<file path="config.mk">
export PLATFORM = sky130hd
export DESIGN_NAME = alu_seq_ctrl_flat
export DESIGN_NICKNAME = d
export VERILOG_FILES = /design/src/rtl/alu_seq_ctrl_if.sv /design/src/rtl/alu_seq_ctrl.sv /design/src/flat_wrapper.sv
export SDC_FILE = /design/constraint.sdc
export NUM_CORES = 1
export LEC_CHECK = 0
export BUFFER_PORTS_ARGS = -buffer_cell sky130_fd_sc_hd__buf_2
export CAP_MARGIN = 20
export CORE_ASPECT_RATIO = 1.1
export CORE_MARGIN = 4
export CORE_UTILIZATION = 45
export CTS_CLUSTER_SIZE = 10
export DETAILED_ROUTE_END_ITERATION = 10
export PLACE_DENSITY = 0.76
export SLEW_MARGIN = 20
export SYNTH_ARGS = -nofsm -noshare
export SYNTH_HDL_FRONTEND = slang
export SYNTH_SLANG_ARGS = --single-unit
</file>
<file path="constraint.sdc">
create_clock -name clk -period 1.8 [get_ports clk]
set_input_delay 0.18 -clock clk [delete_from_list [all_inputs] [get_ports clk]]
set_output_delay 0.18 -clock clk [all_outputs]
set_load 0.005 [all_outputs]
</file>
<file path="src/rtl/alu_seq_ctrl_if.sv">
// rtl/alu_seq_ctrl_if.sv - control/status bundle between alu_seq_ctrl and its datapath.
interface alu_seq_ctrl_if #(
   parameter int CNT_W = 4
);
   logic             start;
   logic [1:0]       op;
   logic             q0;
   logic             q_1;
   logic             a_msb;
   logic             m_zero;
   logic [8:0]       c;
   logic             busy;
   logic             finish;
   logic             err;
   logic [CNT_W-1:0] cnt;

   modport master (
      output start, op, q0, q_1, a_msb, m_zero,
      input  c, busy, finish, err, cnt
   );

   modport slave (
      input  start, op, q0, q_1, a_msb, m_zero,
      output c, busy, finish, err, cnt
   );
endinterface

</file>
<file path="src/rtl/alu_seq_ctrl.sv">
// rtl/alu_seq_ctrl.sv - sequencer for an add/sub/Booth-mul/non-restoring-div datapath.
// Divide support is compiled in only when ALU_SEQ_DIV_EN is defined.
module alu_seq_ctrl #(
   parameter int WIDTH = 16,
   parameter int CNT_W = $clog2(WIDTH)
) (
   input  logic           clk,
   input  logic           rst_b,
   alu_seq_ctrl_if.slave  bus
);
   localparam logic [1:0]       OP_ADD = 2'b00;
   localparam logic [1:0]       OP_SUB = 2'b01;
   localparam logic [1:0]       OP_MUL = 2'b10;
   localparam logic [CNT_W-1:0] CNT_LAST = CNT_W'(WIDTH - 1);

   typedef enum logic [3:0] {
      S_IDLE,
      S_LOAD,
      S_EXEC,
      S_MUL_TEST,
      S_MUL_SHIFT,
`ifdef ALU_SEQ_DIV_EN
      S_DIV_SHIFT,
      S_DIV_OP,
      S_DIV_SET,
      S_DIV_CORR,
`endif
      S_OUT_A,
      S_OUT_Q,
      S_DONE
   } state_t;

   state_t           r_state, w_next;
   logic [1:0]       r_op, w_op;
   logic [CNT_W-1:0] r_cnt, w_cnt;
   logic             r_err, w_err;
   logic [8:0]       w_c;
   logic             w_finish;

   always_ff @(posedge clk or negedge rst_b) begin
      if (!rst_b) begin
         r_state <= S_IDLE;
         r_op    <= OP_ADD;
         r_cnt   <= '0;
         r_err   <= 1'b0;
      end else begin
         r_state <= w_next;
         r_op    <= w_op;
         r_cnt   <= w_cnt;
         r_err   <= w_err;
      end
   end

   always_comb begin
      w_next   = r_state;
      w_op     = r_op;
      w_cnt    = r_cnt;
      w_err    = r_err;
      w_c      = '0;
      w_finish = 1'b0;
      case (r_state)
         S_IDLE: begin
            w_cnt = '0;
            if (bus.start) begin
               w_op  = bus.op;
               w_err = 1'b0;
               w_next = S_LOAD;
`ifndef ALU_SEQ_DIV_EN
               // Divide not built: reject immediately without touching the datapath
               if (bus.op == 2'b11) begin
                  w_err  = 1'b1;
                  w_next = S_DONE;
               end
`endif
            end
         end
         S_LOAD: begin
            w_c[0] = 1'b1;
            w_cnt  = '0;
            case (r_op)
               OP_ADD, OP_SUB: w_next = S_EXEC;
               OP_MUL:         w_next = S_MUL_TEST;
               default: begin
`ifdef ALU_SEQ_DIV_EN
                  if (bus.m_zero) begin
                     w_err  = 1'b1;
                     w_next = S_DONE;
                  end else begin
                     w_next = S_DIV_SHIFT;
                  end
`else
                  w_err  = 1'b1;
                  w_next = S_DONE;
`endif
               end
            endcase
         end
         S_EXEC: begin
            w_c[1] = (r_op == OP_ADD);
            w_c[2] = (r_op == OP_SUB);
            w_next = S_OUT_A;
         end
         S_MUL_TEST: begin
            w_c[2] = bus.q0 & ~bus.q_1;
            w_c[1] = ~bus.q0 & bus.q_1;
            w_next = S_MUL_SHIFT;
         end
         S_MUL_SHIFT: begin
            w_c[3] = 1'b1;
            if (r_cnt == CNT_LAST) begin
               w_next = S_OUT_A;
            end else begin
               w_cnt  = r_cnt + 1'b1;
               w_next = S_MUL_TEST;
            end
         end
`ifdef ALU_SEQ_DIV_EN
         S_DIV_SHIFT: begin
            w_c[4] = 1'b1;
            w_next = S_DIV_OP;
         end
         S_DIV_OP: begin
            w_c[2] = ~bus.a_msb;
            w_c[1] = bus.a_msb;
            w_next = S_DIV_SET;
         end
         S_DIV_SET: begin
            w_c[5] = ~bus.a_msb;
            if (r_cnt == CNT_LAST) begin
               w_next = S_DIV_CORR;
            end else begin
               w_cnt  = r_cnt + 1'b1;
               w_next = S_DIV_SHIFT;
            end
         end
         S_DIV_CORR: begin
            w_c[1] = bus.a_msb;
            w_next = S_OUT_A;
         end
`endif
         S_OUT_A: begin
            w_c[7] = 1'b1;
            w_next = r_op[1] ? S_OUT_Q : S_DONE;
         end
         S_OUT_Q: begin
            w_c[8] = 1'b1;
            w_next = S_DONE;
         end
         S_DONE: begin
            w_finish = 1'b1;
            w_cnt    = '0;
            w_next   = S_IDLE;
         end
         default: w_next = S_IDLE;
      endcase
   end

`ifndef ALU_SEQ_DIV_EN
   logic w_unused_div_flags;
   assign w_unused_div_flags = bus.a_msb ^ bus.m_zero;
`endif

   assign bus.c      = w_c;
   assign bus.busy   = (r_state != S_IDLE);
   assign bus.finish = w_finish;
   assign bus.err    = (r_state == S_DONE) & r_err;
   assign bus.cnt    = r_cnt;
endmodule
</file>
<file path="src/flat_wrapper.sv">
// flat-port wrapper written by rule: the top's interface ports become plain ports
module alu_seq_ctrl_flat 
#(
   parameter int WIDTH = 16,
   parameter int CNT_W = $clog2(WIDTH)
)
  (clk, rst_b, bus_start, bus_op, bus_q0, bus_q_1, bus_a_msb, bus_m_zero, bus_c, bus_busy, bus_finish, bus_err, bus_cnt);
  alu_seq_ctrl_if #(.CNT_W(CNT_W)) bus_i ();
  input  logic clk;
  input  logic rst_b;
  input wire logic [$bits(bus_i.start)-1:0] bus_start;
  input wire logic [$bits(bus_i.op)-1:0] bus_op;
  input wire logic [$bits(bus_i.q0)-1:0] bus_q0;
  input wire logic [$bits(bus_i.q_1)-1:0] bus_q_1;
  input wire logic [$bits(bus_i.a_msb)-1:0] bus_a_msb;
  input wire logic [$bits(bus_i.m_zero)-1:0] bus_m_zero;
  output wire logic [$bits(bus_i.c)-1:0] bus_c;
  output wire logic [$bits(bus_i.busy)-1:0] bus_busy;
  output wire logic [$bits(bus_i.finish)-1:0] bus_finish;
  output wire logic [$bits(bus_i.err)-1:0] bus_err;
  output wire logic [$bits(bus_i.cnt)-1:0] bus_cnt;
  assign bus_i.start = bus_start;
  assign bus_i.op = bus_op;
  assign bus_i.q0 = bus_q0;
  assign bus_i.q_1 = bus_q_1;
  assign bus_i.a_msb = bus_a_msb;
  assign bus_i.m_zero = bus_m_zero;
  assign bus_c = bus_i.c;
  assign bus_busy = bus_i.busy;
  assign bus_finish = bus_i.finish;
  assign bus_err = bus_i.err;
  assign bus_cnt = bus_i.cnt;
  alu_seq_ctrl #(.WIDTH(WIDTH), .CNT_W(CNT_W)) u_core (.clk(clk), .rst_b(rst_b), .bus(bus_i));
endmodule
</file>
==> flow_summary.ini <==
[setup_path]
cp_data_required_time_ps = 1620
cp-end-kind = output pin
path_class = register to output pin
path_max_fanout = 14
r2r_slack_ps = 370
cp_data_arrival_time_ps = 1440
crit_path_start_kind = register

[placement]
gp_congestion = 0.801
io_buffer_count = 19
hpwl_mm = 1.23

[global_routing]
grt.busiest_layer = met2
grt_start_max_net_pins = 20
use_met1_pct = 21.5
grt_pass1_wl_mm = 2.74
antenna_found_initial = 0
grtUsageTotal_pct = 16.4
grt_pass1_vias = 619
grt_overflow = 0
use_met2_pct = 24.3
grt_use_met3_pct = 3.27

[synthesis]
ys.flop_type = dfrtp_1
ys_ff_latch = 10
syn_area_sq_um = 723
synth_cell_type_count = 40
synth_top_area_share_pct = 34.6
yosysSeqAreaShare_pct = 34.6
yosysTopAreaCell = dfrtp_1
syn_avg_cell_area_sq_um = 8.71
synth_edf_count = 0
ys_warn_count = 0
synth_area_leaders = dfrtp_1 35%, a21oi_1 4.2%, mux2_4 4.2%
synthCells = 83
synthArstFlopShare_pct = 100

[cells_and_area]
multi_input_area_sq_um = 407
seq_area_sq_um = 250
drive_above_1_share_pct = 28.8
final_cell_mix = 19 x buf_2, 10 x dfrtp_1, 6 x nor2_1, 6 x inv_1, 6 x a21oi_1
syn_to_final_growth_pct = 19.4
n_antenna_cell = 0
final_common_cell = buf_2
nFillCells = 127
fin_nets = 115

[timing]
hold_violations = 0
rsz0062_at_grt = false
slew_viol_final = 0
setup_viol = 0
skew_ps = 4.36
fmax_ghz = 0.619
fin_hold_ws_ps = 152
fin_tns_setup_ps = 0
layout_worst_path_cycle_share_pct = 89.8
min_period_ps = 1620

[detailed_routing]
drc = 0
routedWlPerCell_um = 14.1
firstDrtPassIters = 6
routed_wl_mm = 1.70
num_vias = 712
antenna_left = 0
drt_iter0_markers = 18
via_per_inst = 5.93

[clock_tree]
worst_skew_pair.late_latency_ps = 280
cts_buffer_depth = 2
htreeDepth = 1
numClockSinks = 10
cts.repair.resized = 0
cts_tree = built
numCtsBuffers = 3
clk_pin_slew_ps = 80
postCtsSetupBuffers = 0
clockRootBuffer = clkbuf_4

[die]
pin_count = 25
design.core.area_sq_mm = 0.00144
fp.dieArea_sq_mm = 0.00231
rows = 14
start_util_pct = 50.3
die-height_um = 50.0
die-width_um = 46.2

[status]
status = finished clean

[power_and_ir_drop]
peakVddDrop_mv = 0.961
powerDensity_mw_per_mm2 = 1700
leakage_nw = 0.429
p_total_mw = 1.47

[worst_hold_path]
hold_class = primary input to register

[flow_run]
cap_violations = 0
==> critical path, stage by stage (launching register included) <==
cell and delay (ps):
dfrtp_1 380, buf_4 180, nor2_1 300, and2_1 180, buf_2 110
==> per-stage QoR <==
step | worst slack [ps] | cells | area (sq um) | utilization, %
2_1_floorplan | 330 | 85 | 731 | -
3_3_place_gp | 401 | 115 | 817 | 56.9
3_5_place_dp | 380 | 115 | 817 | 56.9
4_1_cts | 178 | 120 | 863 | 60.1
5_1_grt | 46.3 | 120 | 863 | 60.1
6_report | 184 | 120 | 863 | 60.1
==> where the power goes <==
part	leakage (nW)	total, mW	internal (mW)	switching, mW
clock network	0.0210	0.217	0.123	0.0938
registers	0.124	0.414	0.321	0.0934
logic	0.284	0.839	0.385	0.454
total	0.429	1.47	0.829	0.641
==> Yosys cell counts (2+ instances only) <==
library cell  number
dfrtp_1           10
a21oi_1            6
inv_1              6
nor2_1             6
nand3_1            5
nand2_1            4
a31oi_1            3
buf_4              3
and2_1             2
buf_2              2
clkbuf_1           2
mux2_4             2
nand2b_1           2
nand4b_1           2
nor2b_1            2
o22ai_1            2
==> timing repair <==
| item | 4_1_cts | 5_1_grt |
|---|---|---|
| hold buffers | 1 | 0 |
| endpoints found under the setup margin | 0 | 0 |
| endpoints found under the hold margin | 10 | 0 |
==> flip-flops by register name, summed over array words and instances, names as in the netlist <==
register,flops
u_core.bus.cnt,4
u_core.r_state,3
u_core.r_op,2
u_core.r_err,1
==> path summary, 6_finish.rpt <==
| path | startpoint | end | cells past startpoint |
|---|---|---|---|
| setup / recovery | u_core.r_state[1]$_DFFE_PN0P_ | bus_c[3] | 4 |
| hold reg to reg | u_core.r_err$_DFFE_PN0P_ | u_core.r_err$_DFFE_PN0P_ | 2 |
| max in group asynchronous | rst_b | u_core.r_state[0]$_DFFE_PN0P_ | 2 |
| hold / removal | bus_op[0] | u_core.r_op[0]$_DFFE_PN0P_ | 2 |
| setup reg to reg | u_core.r_state[1]$_DFFE_PN0P_ | u_core.r_op[1]$_DFFE_PN0P_ | 3 |
| min in group asynchronous | rst_b | u_core.bus.cnt[0]$_DFFE_PN0P_ | 2 |
==> kinds of logic (layout without fill, tap and decap cells) <==
logic type / count (synthesis) / after routing / share of synthesized area [%]
AND/OR/NAND/NOR: 31 / 31 / 25.4
AO/OA/AOI/OAI: 23 / 23 / 22.0
buffers and inverters: 14 / 33 / 10.2
flip-flops: 10 / 10 / 34.6
multiplexers: 3 / 3 / 5.54
adder cells (fa/ha/maj): 1 / 1 / 1.73
other: 1 / 3 / 0.519
==> per-layer routing <==
layer | share of wire (%) | vias to the layer above | wire, um
met5 | 0 | - | 0
li1 | - | 343 | -
met3 | 4.5 | 4 | 77
met4 | 1.8 | 0 | 30
met1 | 44 | 344 | 740
met2 | 50 | 21 | 847
==> final cells by class <==
cell class / instances / area share, %
Sequential cell: 10 / 29.0
Timing Repair Buffer: 23 / 14.8
Inverter: 6 / 2.61
Clock buffer: 4 / 4.20
Multi-Input combinational cell: 61 / 47.1
Tap cell: 16 / 2.32
Power figures use the tool's default switching activity.
